### src/rtl/pi_txn_queue.sv
// rtl/pi_txn_queue.sv - Pi GPIO register front end with command FIFO to the 68K bus FSM
//
// Ports:
//   c200m, rst           clock (rising edge) and synchronous active-high reset
//   PI_A, PI_RD, PI_WR   Pi register select and asynchronous read/write strobes
//   PI_D_in/out/oe       Pi data bus in, out value and drive enable
//   PI_TXN_IN_PROGRESS   queue non-empty, read pending or bus busy (registered)
//   ipl                  interrupt level reported in STATUS
//   cmd_*                FIFO head toward the bus FSM, valid/ready handshake
//   bus_busy             bus FSM mid-cycle
//   rsp_*                bus cycle completion pulse, read data, bus error
//   ctrl_reg             last value written to STATUS (bit1 releases 68K reset)

module pi_txn_queue #(
  parameter int DEPTH = 4,
  parameter int CNT_W = 3
) (
  input  logic        c200m,
  input  logic        rst,
  input  logic [1:0]  PI_A,
  input  logic        PI_RD,
  input  logic        PI_WR,
  input  logic [15:0] PI_D_in,
  output logic [15:0] PI_D_out,
  output logic        PI_D_oe,
  output logic        PI_TXN_IN_PROGRESS,
  input  logic [2:0]  ipl,
  output logic        cmd_valid,
  input  logic        cmd_ready,
  output logic [22:0] cmd_addr,
  output logic [15:0] cmd_data,
  output logic        cmd_rw,
  output logic        cmd_uds_n,
  output logic        cmd_lds_n,
  output logic [2:0]  cmd_fc,
  input  logic        bus_busy,
  input  logic        rsp_valid,
  input  logic [15:0] rsp_data,
  input  logic        rsp_berr,
  output logic [15:0] ctrl_reg
);

  localparam int PTR_W = (DEPTH > 1) ? $clog2(DEPTH) : 1;

  localparam logic [1:0] REG_DATA    = 2'd0;
  localparam logic [1:0] REG_ADDR_LO = 2'd1;
  localparam logic [1:0] REG_ADDR_HI = 2'd2;
  localparam logic [1:0] REG_STATUS  = 2'd3;

  typedef struct packed {
    logic [22:0] addr;
    logic [15:0] data;
    logic        rw;
    logic        uds_n;
    logic        lds_n;
    logic [2:0]  fc;
  } cmd_t;

  // Strobe synchronisers: [0] is the first flop, [1] the second.
  logic [1:0] wr_sync;
  logic [1:0] rd_sync;
  logic       wr_rise_q;
  logic       rd_fall_q;

  // Staging registers assembled across DATA / ADDR_LO writes.
  logic [15:0] wdata;
  logic [14:0] addr_lo;
  logic        a0;

  // FIFO
  cmd_t             mem [DEPTH];
  logic [PTR_W-1:0] wr_ptr;
  logic [PTR_W-1:0] rd_ptr;
  logic [CNT_W-1:0] count;
  cmd_t             head;
  cmd_t             new_cmd;

  logic        rd_pending;
  logic [15:0] rd_data;
  logic        berr_sticky;
  logic        ovf_sticky;
  logic        txn_q;

  logic        full;
  logic        pop;
  logic        push_req;
  logic        push_ok;
  logic        wr_data_sel;
  logic        wr_lo_sel;
  logic        wr_status_sel;
  logic        sticky_clr;
  logic        berr_set;
  logic        ovf_set;
  logic [15:0] status_word;

  // Decode of the registered write pulse; the Pi holds PI_A/PI_D_in
  // stable for the whole strobe, so raw inputs are safe to use here.
  assign wr_data_sel   = wr_rise_q & (PI_A == REG_DATA);
  assign wr_lo_sel     = wr_rise_q & (PI_A == REG_ADDR_LO);
  assign push_req      = wr_rise_q & (PI_A == REG_ADDR_HI);
  assign wr_status_sel = wr_rise_q & (PI_A == REG_STATUS);
  assign sticky_clr    = rd_fall_q & (PI_A == REG_STATUS);

  assign full      = (count == CNT_W'(DEPTH));
  assign cmd_valid = (count != '0);
  assign pop       = cmd_valid & cmd_ready;
  // A pop in the same cycle frees a slot, so a push against a full
  // FIFO still lands when the head is leaving.
  assign push_ok   = push_req & (~full | pop);
  assign ovf_set   = push_req & full & ~pop;
  assign berr_set  = rsp_valid & rsp_berr;

  // Byte transfers pick one strobe from a0; word transfers assert both.
  always_comb begin
    new_cmd       = '0;
    new_cmd.addr  = {PI_D_in[7:0], addr_lo};
    new_cmd.data  = wdata;
    new_cmd.rw    = PI_D_in[9];
    new_cmd.fc    = PI_D_in[15:13];
    new_cmd.uds_n = PI_D_in[8] & a0;
    new_cmd.lds_n = PI_D_in[8] & ~a0;
  end

  assign head      = mem[rd_ptr];
  assign cmd_addr  = head.addr;
  assign cmd_data  = head.data;
  assign cmd_rw    = head.rw;
  assign cmd_uds_n = head.uds_n;
  assign cmd_lds_n = head.lds_n;
  assign cmd_fc    = head.fc;

  // Storage is not reset; pointers and count define what is valid.
  always_ff @(posedge c200m) begin
    if (push_ok) begin
      mem[wr_ptr] <= new_cmd;
    end
  end

  always_ff @(posedge c200m) begin
    if (rst) begin
      wr_sync     <= '0;
      rd_sync     <= '0;
      wr_rise_q   <= 1'b0;
      rd_fall_q   <= 1'b0;
      wdata       <= '0;
      addr_lo     <= '0;
      a0          <= 1'b0;
      ctrl_reg    <= '0;
      wr_ptr      <= '0;
      rd_ptr      <= '0;
      count       <= '0;
      rd_pending  <= 1'b0;
      rd_data     <= '0;
      berr_sticky <= 1'b0;
      ovf_sticky  <= 1'b0;
      txn_q       <= 1'b0;
    end else begin
      wr_sync   <= {wr_sync[0], PI_WR};
      rd_sync   <= {rd_sync[0], PI_RD};
      wr_rise_q <= wr_sync[0] & ~wr_sync[1];
      rd_fall_q <= ~rd_sync[0] & rd_sync[1];

      if (wr_data_sel) begin
        wdata <= PI_D_in;
      end
      if (wr_lo_sel) begin
        addr_lo <= PI_D_in[15:1];
        a0      <= PI_D_in[0];
      end
      if (wr_status_sel) begin
        ctrl_reg <= PI_D_in;
      end

      if (push_ok) begin
        wr_ptr <= wr_ptr + PTR_W'(1);
      end
      if (pop) begin
        rd_ptr <= rd_ptr + PTR_W'(1);
      end
      if (push_ok & ~pop) begin
        count <= count + CNT_W'(1);
      end else if (pop & ~push_ok) begin
        count <= count - CNT_W'(1);
      end

      // A new read being queued keeps the pending flag up even if an
      // older cycle completes in the same clock.
      if (push_ok & new_cmd.rw) begin
        rd_pending <= 1'b1;
      end else if (rsp_valid) begin
        rd_pending <= 1'b0;
      end
      if (rsp_valid & rd_pending) begin
        rd_data <= rsp_data;
      end

      // Set beats clear so an event coinciding with the Pi's read is kept.
      berr_sticky <= berr_set | (berr_sticky & ~sticky_clr);
      ovf_sticky  <= ovf_set  | (ovf_sticky  & ~sticky_clr);

      txn_q <= cmd_valid | rd_pending | bus_busy;
    end
  end

  assign PI_TXN_IN_PROGRESS = txn_q;

  always_comb begin
    status_word              = '0;
    status_word[15:13]       = ipl;
    status_word[4 +: CNT_W]  = count;
    status_word[3]           = berr_sticky;
    status_word[2]           = ovf_sticky;
    status_word[1]           = full;
    status_word[0]           = txn_q;
  end

  assign PI_D_oe = PI_RD & ((PI_A == REG_DATA) | (PI_A == REG_STATUS));

  always_comb begin
    PI_D_out = '0;
    if (PI_D_oe) begin
      PI_D_out = (PI_A == REG_DATA) ? rd_data : status_word;
    end
  end

endmodule
### config.mk
export PLATFORM = sky130hd
export DESIGN_NAME = pi_txn_queue
export DESIGN_NICKNAME = d
export VERILOG_FILES = /design/src/rtl/pi_txn_queue.sv
export SDC_FILE = /design/constraint.sdc
export NUM_CORES = 1
export LEC_CHECK = 0
export ABC_AREA = 1
export BUFFER_PORTS_ARGS = -buffer_cell sky130_fd_sc_hd__buf_2
export CELL_PAD_IN_SITES_DETAIL_PLACEMENT = 1
export CELL_PAD_IN_SITES_GLOBAL_PLACEMENT = 1
export CORE_MARGIN = 2
export CORE_UTILIZATION = 41
export DETAILED_ROUTE_END_ITERATION = 8
export GPL_TIMING_DRIVEN = 0
export PLACE_DENSITY_LB_ADDON = 0.1
export RECOVER_POWER = 50
export SLEW_MARGIN = 15
export SYNTH_ARGS = -nofsm -noshare
export SYNTH_HDL_FRONTEND = slang
export SYNTH_SLANG_ARGS = --single-unit
### constraint.sdc
create_clock -name c200m -period 3.2 [get_ports c200m]
set_clock_uncertainty 0.15 [all_clocks]
set_input_delay 0.16 -clock c200m [delete_from_list [all_inputs] [get_ports c200m]]
set_output_delay 0.16 -clock c200m [all_outputs]
set_load 0.03 [all_outputs]
# After elaboration in Yosys (flattened, before gate mapping)
# Memories as Yosys holds them, arrays and structs flattened. A register that Yosys moved wholly into a read port is not among the register bits.
# Index checks and enable logic that the tools add are counted.
# totals
ff_bits	81
ram_bits	180
output_inout_bits	80
wordCells	73
memories	1
# classes
add_sub_neg	4
eq_ne	4
muxes	10
n_bitwise	34
reduce_logical	4
# mem_list
name	depth	width	read_ports	rd_clocked_by_memory_dff	wr	line	text
mem	4	45	1	1	1	71	cmd_t mem [DEPTH];
# ops
operator	n
$mux W16	2
$and A1 B1 Y1	21
$not A1 Y1	7
$mux W3	2
$or A1 B1 Y1	6
$add A2 B1 Y2 const B	2
$eq A2 B2 Y1 const B	2
$mux W1	4
$mux W2	2
$reduce_bool A2 Y1	2
$add A3 B1 Y3 const B	1
$eq A3 B3 Y1 const B	1
$reduce_bool A3 Y1	1
$sub A3 B1 Y3 const B	1
$eq A2 B1 Y1 const B	1
$logic_not A2 Y1	1

# Depth between registers and ports, before layout
# Gate-level depths: netlist (run 1).
# depth
depth_word	8
depth_mapped	15
ltp_nobuf	15

# Least setup slack after synthesis (run 1)
# Ideal clock, no wire load.
# synth_timing
kind	flip-flop to flip-flop
from	reg wr_rise_q
to	mem mem[0][0] (netlist name) (enable)
t_arrival_ps	2689
required_ps	2602
path_slack_ps	-87
stages_incl_launch_ff	5
path_buffers	0
path_cell_list	dfxtp_1 > nand2_1 > inv_2 > nand2_1 > nor2_1
# synth_between
elab_chain_cells	4
# synth_rtl
item	line	text
start, declared	62	logic wr_rise_q;
start signal, assigned	160	wr_rise_q <= wr_sync[0] & ~wr_sync[1];
$and A1 B1 Y1	100	assign push_req = wr_rise_q & (PI_A == REG_ADDR_HI);
$and A1 B1 Y1	109	assign push_ok = push_req & (~full | pop);
$mux W1	134	if (push_ok) begin
$mux W1 (implied by the code)	135	mem[wr_ptr] <= new_cmd;
end, declared	71	
# No other way between the ends.

# Final worst setup path (run 1)
# layout_timing
from	reg wr_rise_q
to	mem mem[0][32] (netlist name) (enable)
# The elaborated chain is that of the path after synthesis.

==> results of run 1 <==
## worst max path at each step
stage,from,endpoint,slack [ns],cells after the start
after floorplan,wr_rise_q,mem[0][0],-0.09,4
after CTS,wr_rise_q,mem[0][1],0.51,6
after global routing,wr_rise_q,mem[0][1],0.31,6
final,wr_rise_q,mem[0][32],0.50,6
after global placement,wr_rise_q,mem[3][31],-1.98,4
after detailed placement,wr_rise_q,mem[0][31],0.53,6
## through the flow
step	util	cell area, µm²	hold slack [ns]
2_1_floorplan	-	9971	0.07907
3_3_place_gp	0.4562	11000	0.2172
3_5_place_dp	0.4666	11250	0.2162
4_1_cts	0.5208	12550	0.1010
5_1_grt	0.5191	12510	0.1491
6_report	0.5191	12510	0.1224
## layer usage
metal,part of all wire,global-route usage,vias to the layer above,wire (µm)
met4,0.022,0.05405,0,585
met1,0.44,0.2739,3564,12000
met2,0.49,0.3758,150,13440
li1,-,-,3480,-
met5,0,0,-,0
met3,0.043,0.03013,44,1156
## cells by family (layout without fill, tap and decap cells)
logic type | after synthesis | in the layout
adders and majority gates | 10 | 10
buffers and inverters | 87 | 312
and+or+nand+nor | 290 | 290
DFF | 263 | 263
AOI/OAI and AO/OA | 229 | 229
## cell type report
type,instances,area share
tap,324,0.03240
inverter,38,0.01270
timing repair buffer,175,0.09849
buffer,49,0.02230
sequential,263,0.5647
clock buffer,44,0.06549
clock inverter,6,0.004600
multi-input combinational,529,0.1993
## worst min-delay path, delay by kind of cell
family                   cells  cell delay [ns]
AO/OA/AOI/OAI                2             0.20
adder cells (fa/ha/maj)      1             0.22
buffers and inverters        2             0.19
## cells in the final DEF, fill, tap and decap left out, types with 22 or more instances in the layout
master,instances
buf_2,109
nor2_1,232
clkbuf_1,64
o22ai_1,45
o21ai_0,155
a21oi_1,22
edfxtp_1,180
dfxtp_1,83
nand2_1,40
clkbuf_16,27
inv_1,33
dlygate4sd3_1,43
## power groups by stage
stage	sequential, mW	clock [mW]	combinational, mW
after floorplan	3.78	0	1.04
after global placement	3.78	0	1.62
after detailed placement	3.78	0	1.64
after CTS	3.71	3.13	1.69
after global routing	3.71	3.26	1.81
final	3.71	3.07	1.66
==> flow_summary.ini, run 1 <==
[outcome]
status = finished clean

[yosys]
synth.most_common_cell = nor2_1
ys_types = 28
yosys.area.top_type = edfxtp_1
ys_ff_latch = 263
yosysTopAreaCellShare = 0.5421
synth-edff-count = 180
yosys-top-cells-area = edfxtp_1 54%, dfxtp_1 17%, nor2_1 8.8%, o21ai_0 7.4%, o22ai_1 2.8%
yosysWarnings = 0
synth_common_cells = 235 x nor2_1, 180 x edfxtp_1, 147 x o21ai_0
synth.avg_cell_area_um2 = 11.34
syn_inst = 879
synthAdderAreaFrac = 0.01330
synth-xor-area-share = 0
synthSimpleGateAreaFrac = 0.1134
synthMuxAreaShare = 0
syn_nets = 934
synthFlopType = edfxtp_1
synth.cell_area_um2 = 9971
synth_top_family_by_area = compound AO/OA/AOI/OAI gates
synth_compound_area_frac = 0.1206
async_flop_share = 0
ys_seq_area_frac = 0.7087

[power_and_ir_drop]
p_switching_mw = 2.496
comb_power_share = 0.197
seqPwrFrac = 0.439
p_int_mw = 5.935
leakage_nw = 4.439
ir_drop_mv = 0.2588
switching_share = 0.2961
power_frac_clock = 0.364
p_total_mw = 8.432
powerDensity_nw_per_um2 = 673.8

[global_route]
grt_use_total = 0.2118
grt_pass1_wl_mm = 42.09
grt.overflow.total = 0
grt_max_degree = 22
grt_pass1_vias = 7349
antenna_found_initial = 0

[floorplanning]
dieHeight_um = 159.9
ios = 125
start_util = 0.4136
core_um2 = 24110
row_count = 57
die_w_um = 159.9
die_area_um2 = 25580

[clock_network]
max-clock-path-buffers = 3
cts_tree = yes
path_clk_slew_ns = 0.06
clock_sinks = 263
numCtsBuffers = 27
ctsResizeCount = 0
h-tree-depth = 1
postCtsSetupRepairBufs = 0
clock-root-buffer = clkbuf_16
hold_buffers = 43
insertion_delay_ns = 0.53

[layout]
instances_no_fill = 1428
multiInputGateArea_um2 = 2494
top_register = mem
regArea_um2 = 7067
drive_gt1_frac = 0.1621
antenna_cells = 0
area_growth_pct = 25.50
largest_reg_flops = 180
nets = 1138
nFillCells = 2658

[worst_setup_path]
start_kind = flop
crit_type = flop to flop
critPathTopFamily = simple AND/OR/NAND/NOR gates
cp.arrival_ns = 2.79
r2r_start = wr_rise_q
path_buf_inv = 3
worst_r2r_endpoint = mem[0][32]
reg2reg_slack_ns = 0.50
crit_fanout = 21
cp_cell_sequence = nand2_1, inv_1, nand2_1, nor2_4, buf_16, buf_16
cpMaxStageDelayCell = nor2_4
crit_required_ns = 3.29
r2r.worst_path.cells = 6
end_kind = flop
max_stage_delay_ns = 0.72

[placement]
portBuffers = 124
hpwl_mm = 18.26
place.gp.congestion = 0.7205
pre_cts_ws_ns = 0.5320
dp_cells = 1335

[sta]
fmax_ghz = 0.3706
worst_slack_ns = 0.5020
tightestPinTransition_ns = 0.8014
period_share = 0.8431
finalHoldViolations = 0
slew_viol_final = 0
setup_tns_ns = 0
rsz0062_at_grt = false
setup_viol_count_final = 0
max_slew_margin = 0.4645
final.min_clock_period_ns = 2.698

[routing]
drc = 0
vias = 7238
ant_nets = 0
wire_per_inst_um = 19.03
dr.pass1.iters = 4
viasPerCell = 5.069
routed_wl_mm = 27.18
drtIter0Drc = 297

[hold_path]
min_path_type = primary input to flop
min_from = PI_A[1]
whs_path_depth = 5
min_to = berr_sticky

[job]
maxCapViolCount = 0
Note: power is estimated with default switching activity, not from simulation.
==> run 2: changes to the inputs <==
clock period = 2.3 ns   (was 3.2 ns; I/O delays follow)
==> flow_summary.ini, run 2 (same netlist as run 1, synthesis figures left out) <==
[outcome]
status = finished clean

[sta]
slew_viol_final = 0
final.min_clock_period_ns = 2.236
rsz0062_at_grt = true
setup_viol_count_final = 0
finalHoldViolations = 0
max_slew_margin = 0.4890
tightestPinTransition_ns = 0.7647
period_share = 0.9720
fmax_ghz = 0.4473
worst_slack_ns = 0.06442

[clock_network]
clock_sinks = 263
clock-root-buffer = clkbuf_16
max-clock-path-buffers = 3
numCtsBuffers = 27
h-tree-depth = 1
insertion_delay_ns = 0.53
path_clk_slew_ns = 0.06
cts_tree = yes

[global_route]
met3_usage = 0.03351
grt_pass1_wl_mm = 43.38
use_met2 = 0.3741
grt_max_degree = 24
grt_use_met1 = 0.2963
antenna_found_initial = 0
grt_use_total = 0.2193
grt.overflow.total = 0
grt_pass1_vias = 7667
grt_busiest_layer = met2

[floorplanning]
start_util = 0.4136
row_count = 57
ios = 125
dieHeight_um = 159.9
die_w_um = 159.9
die_area_um2 = 25580
core_um2 = 24110

[power_and_ir_drop]
p_total_mw = 11.90
seqPwrFrac = 0.434
p_switching_mw = 3.564
comb_power_share = 0.202
p_int_mw = 8.334
power_frac_clock = 0.365
leakage_nw = 4.502
switching_share = 0.2996
powerDensity_nw_per_um2 = 944.0
ir_drop_mv = 0.4586

[routing]
drtIter0Drc = 435
wire_per_inst_um = 19.30
routed_wl_mm = 27.70
drc = 0
ant_nets = 0
dr.pass1.iters = 5
viasPerCell = 5.102
vias = 7322

[placement]
dpl_cell_area_um2 = 11180
place.gp.congestion = 0.7458
portBuffers = 124
pre_cts_ws_ns = -0.2605
dp_cells = 1334
hpwl_mm = 18.36

[hold_path]
whs_path_depth = 5
min_from = PI_A[0]
min_path_type = primary input to flop

[worst_setup_path]
crit_fanout = 10
crit_required_ns = 2.04
r2r.worst_path.cells = 5
cp.arrival_ns = 1.97
start_kind = flop
r2r_start = wr_rise_q
crit_type = flop to output port
reg2reg_slack_ns = 0.16
end_kind = output port

[layout]
instances_no_fill = 1435
nFillCells = 2645
area_growth_pct = 26.41
drive_gt1_frac = 0.1809
final_cell_mix = 231 x nor2_1, 180 x edfxtp_1, 148 x o21ai_0
top_register = mem
largest_reg_flops = 180
final_area_um2 = 12600
nets = 1145
final_common_cell = nor2_1
antenna_cells = 0

[job]
maxCapViolCount = 0
-- run 2: changes by cell type in the layout (fill, tap and decap cells not counted), moves of 7 or more --
cell,before,now
clkbuf_2,1,8
o21ai_1,7,14
clkbuf_1,64,44
buf_2,109,100
clkbuf_4,0,10
o21ai_0,155,148
buf_4,2,9
-- run 2: power by group through the flow --
stage	sequential [mW]	combinational [mW]	clock (mW)
2_1_floorplan	5.26	1.45	0
3_3_place_gp	5.26	2.25	0
3_5_place_dp	5.26	2.29	0
4_1_cts	5.16	2.41	4.41
5_1_grt	5.17	2.61	4.62
6_report	5.16	2.40	4.34
-- run 2: routing by layer --
| layer | vias up | part of all wire |
|---|---|---|
| met3 | 34 | 0.044 |
| li1 | 3499 | - |
| met2 | 183 | 0.49 |
| met5 | - | 0 |
| met4 | 0 | 0.019 |
| met1 | 3606 | 0.45 |
-- run 2: stage by stage --
stage / TNS [ns] / hold slack (ns) / util
3_3_place_gp: -261.18 / 0.1748 / 0.4566
6_report: 0 / 0.1208 / 0.5229
5_1_grt: -0.008851 / 0.1372 / 0.5229
4_1_cts: -0.0009071 / 0.1019 / 0.5238
3_5_place_dp: -10.62 / 0.1723 / 0.4639
2_1_floorplan: -50.92 / 0.03407 / -
-- run 2: critical path: stages, from the launching register on --
cell and delay, ns:
dfxtp_1 0.29, clkbuf_4 0.20, clkinvlp_4 0.17, buf_4 0.20, o21ai_0 0.10, o22ai_1 0.22
buf_2 0.26
-- run 2: area by class of cell --
type | count | area (µm²) | area share
clock inverter | 20 | 175.2 | 0.01390
clock buffer | 30 | 706.9 | 0.05608
multi-input combinational | 529 | 2514 | 0.1994
tap | 324 | 405.4 | 0.03216
buffer | 49 | 327.8 | 0.02601
inverter | 38 | 166.4 | 0.01320
sequential | 263 | 7068 | 0.5608
timing repair buffer | 182 | 1241 | 0.09847
-- run 2: path summary, 6_finish.rpt --
| kind | to |
|---|---|
| worst max register to register | mem[1][0] |
| worst min register to register | wr_rise_q |
| worst min-delay path | ovf_sticky |
| worst max-delay path | cmd_addr[1] |
-- run 2: what timing repair did --
action                     4_1_cts  5_1_grt
gates resized for setup         28       18
hold buffers                    48        0
pin swaps                        1        0
buffers inserted                 3        0
setup endpoints to repair      116       37
hold endpoints to repair       132        0
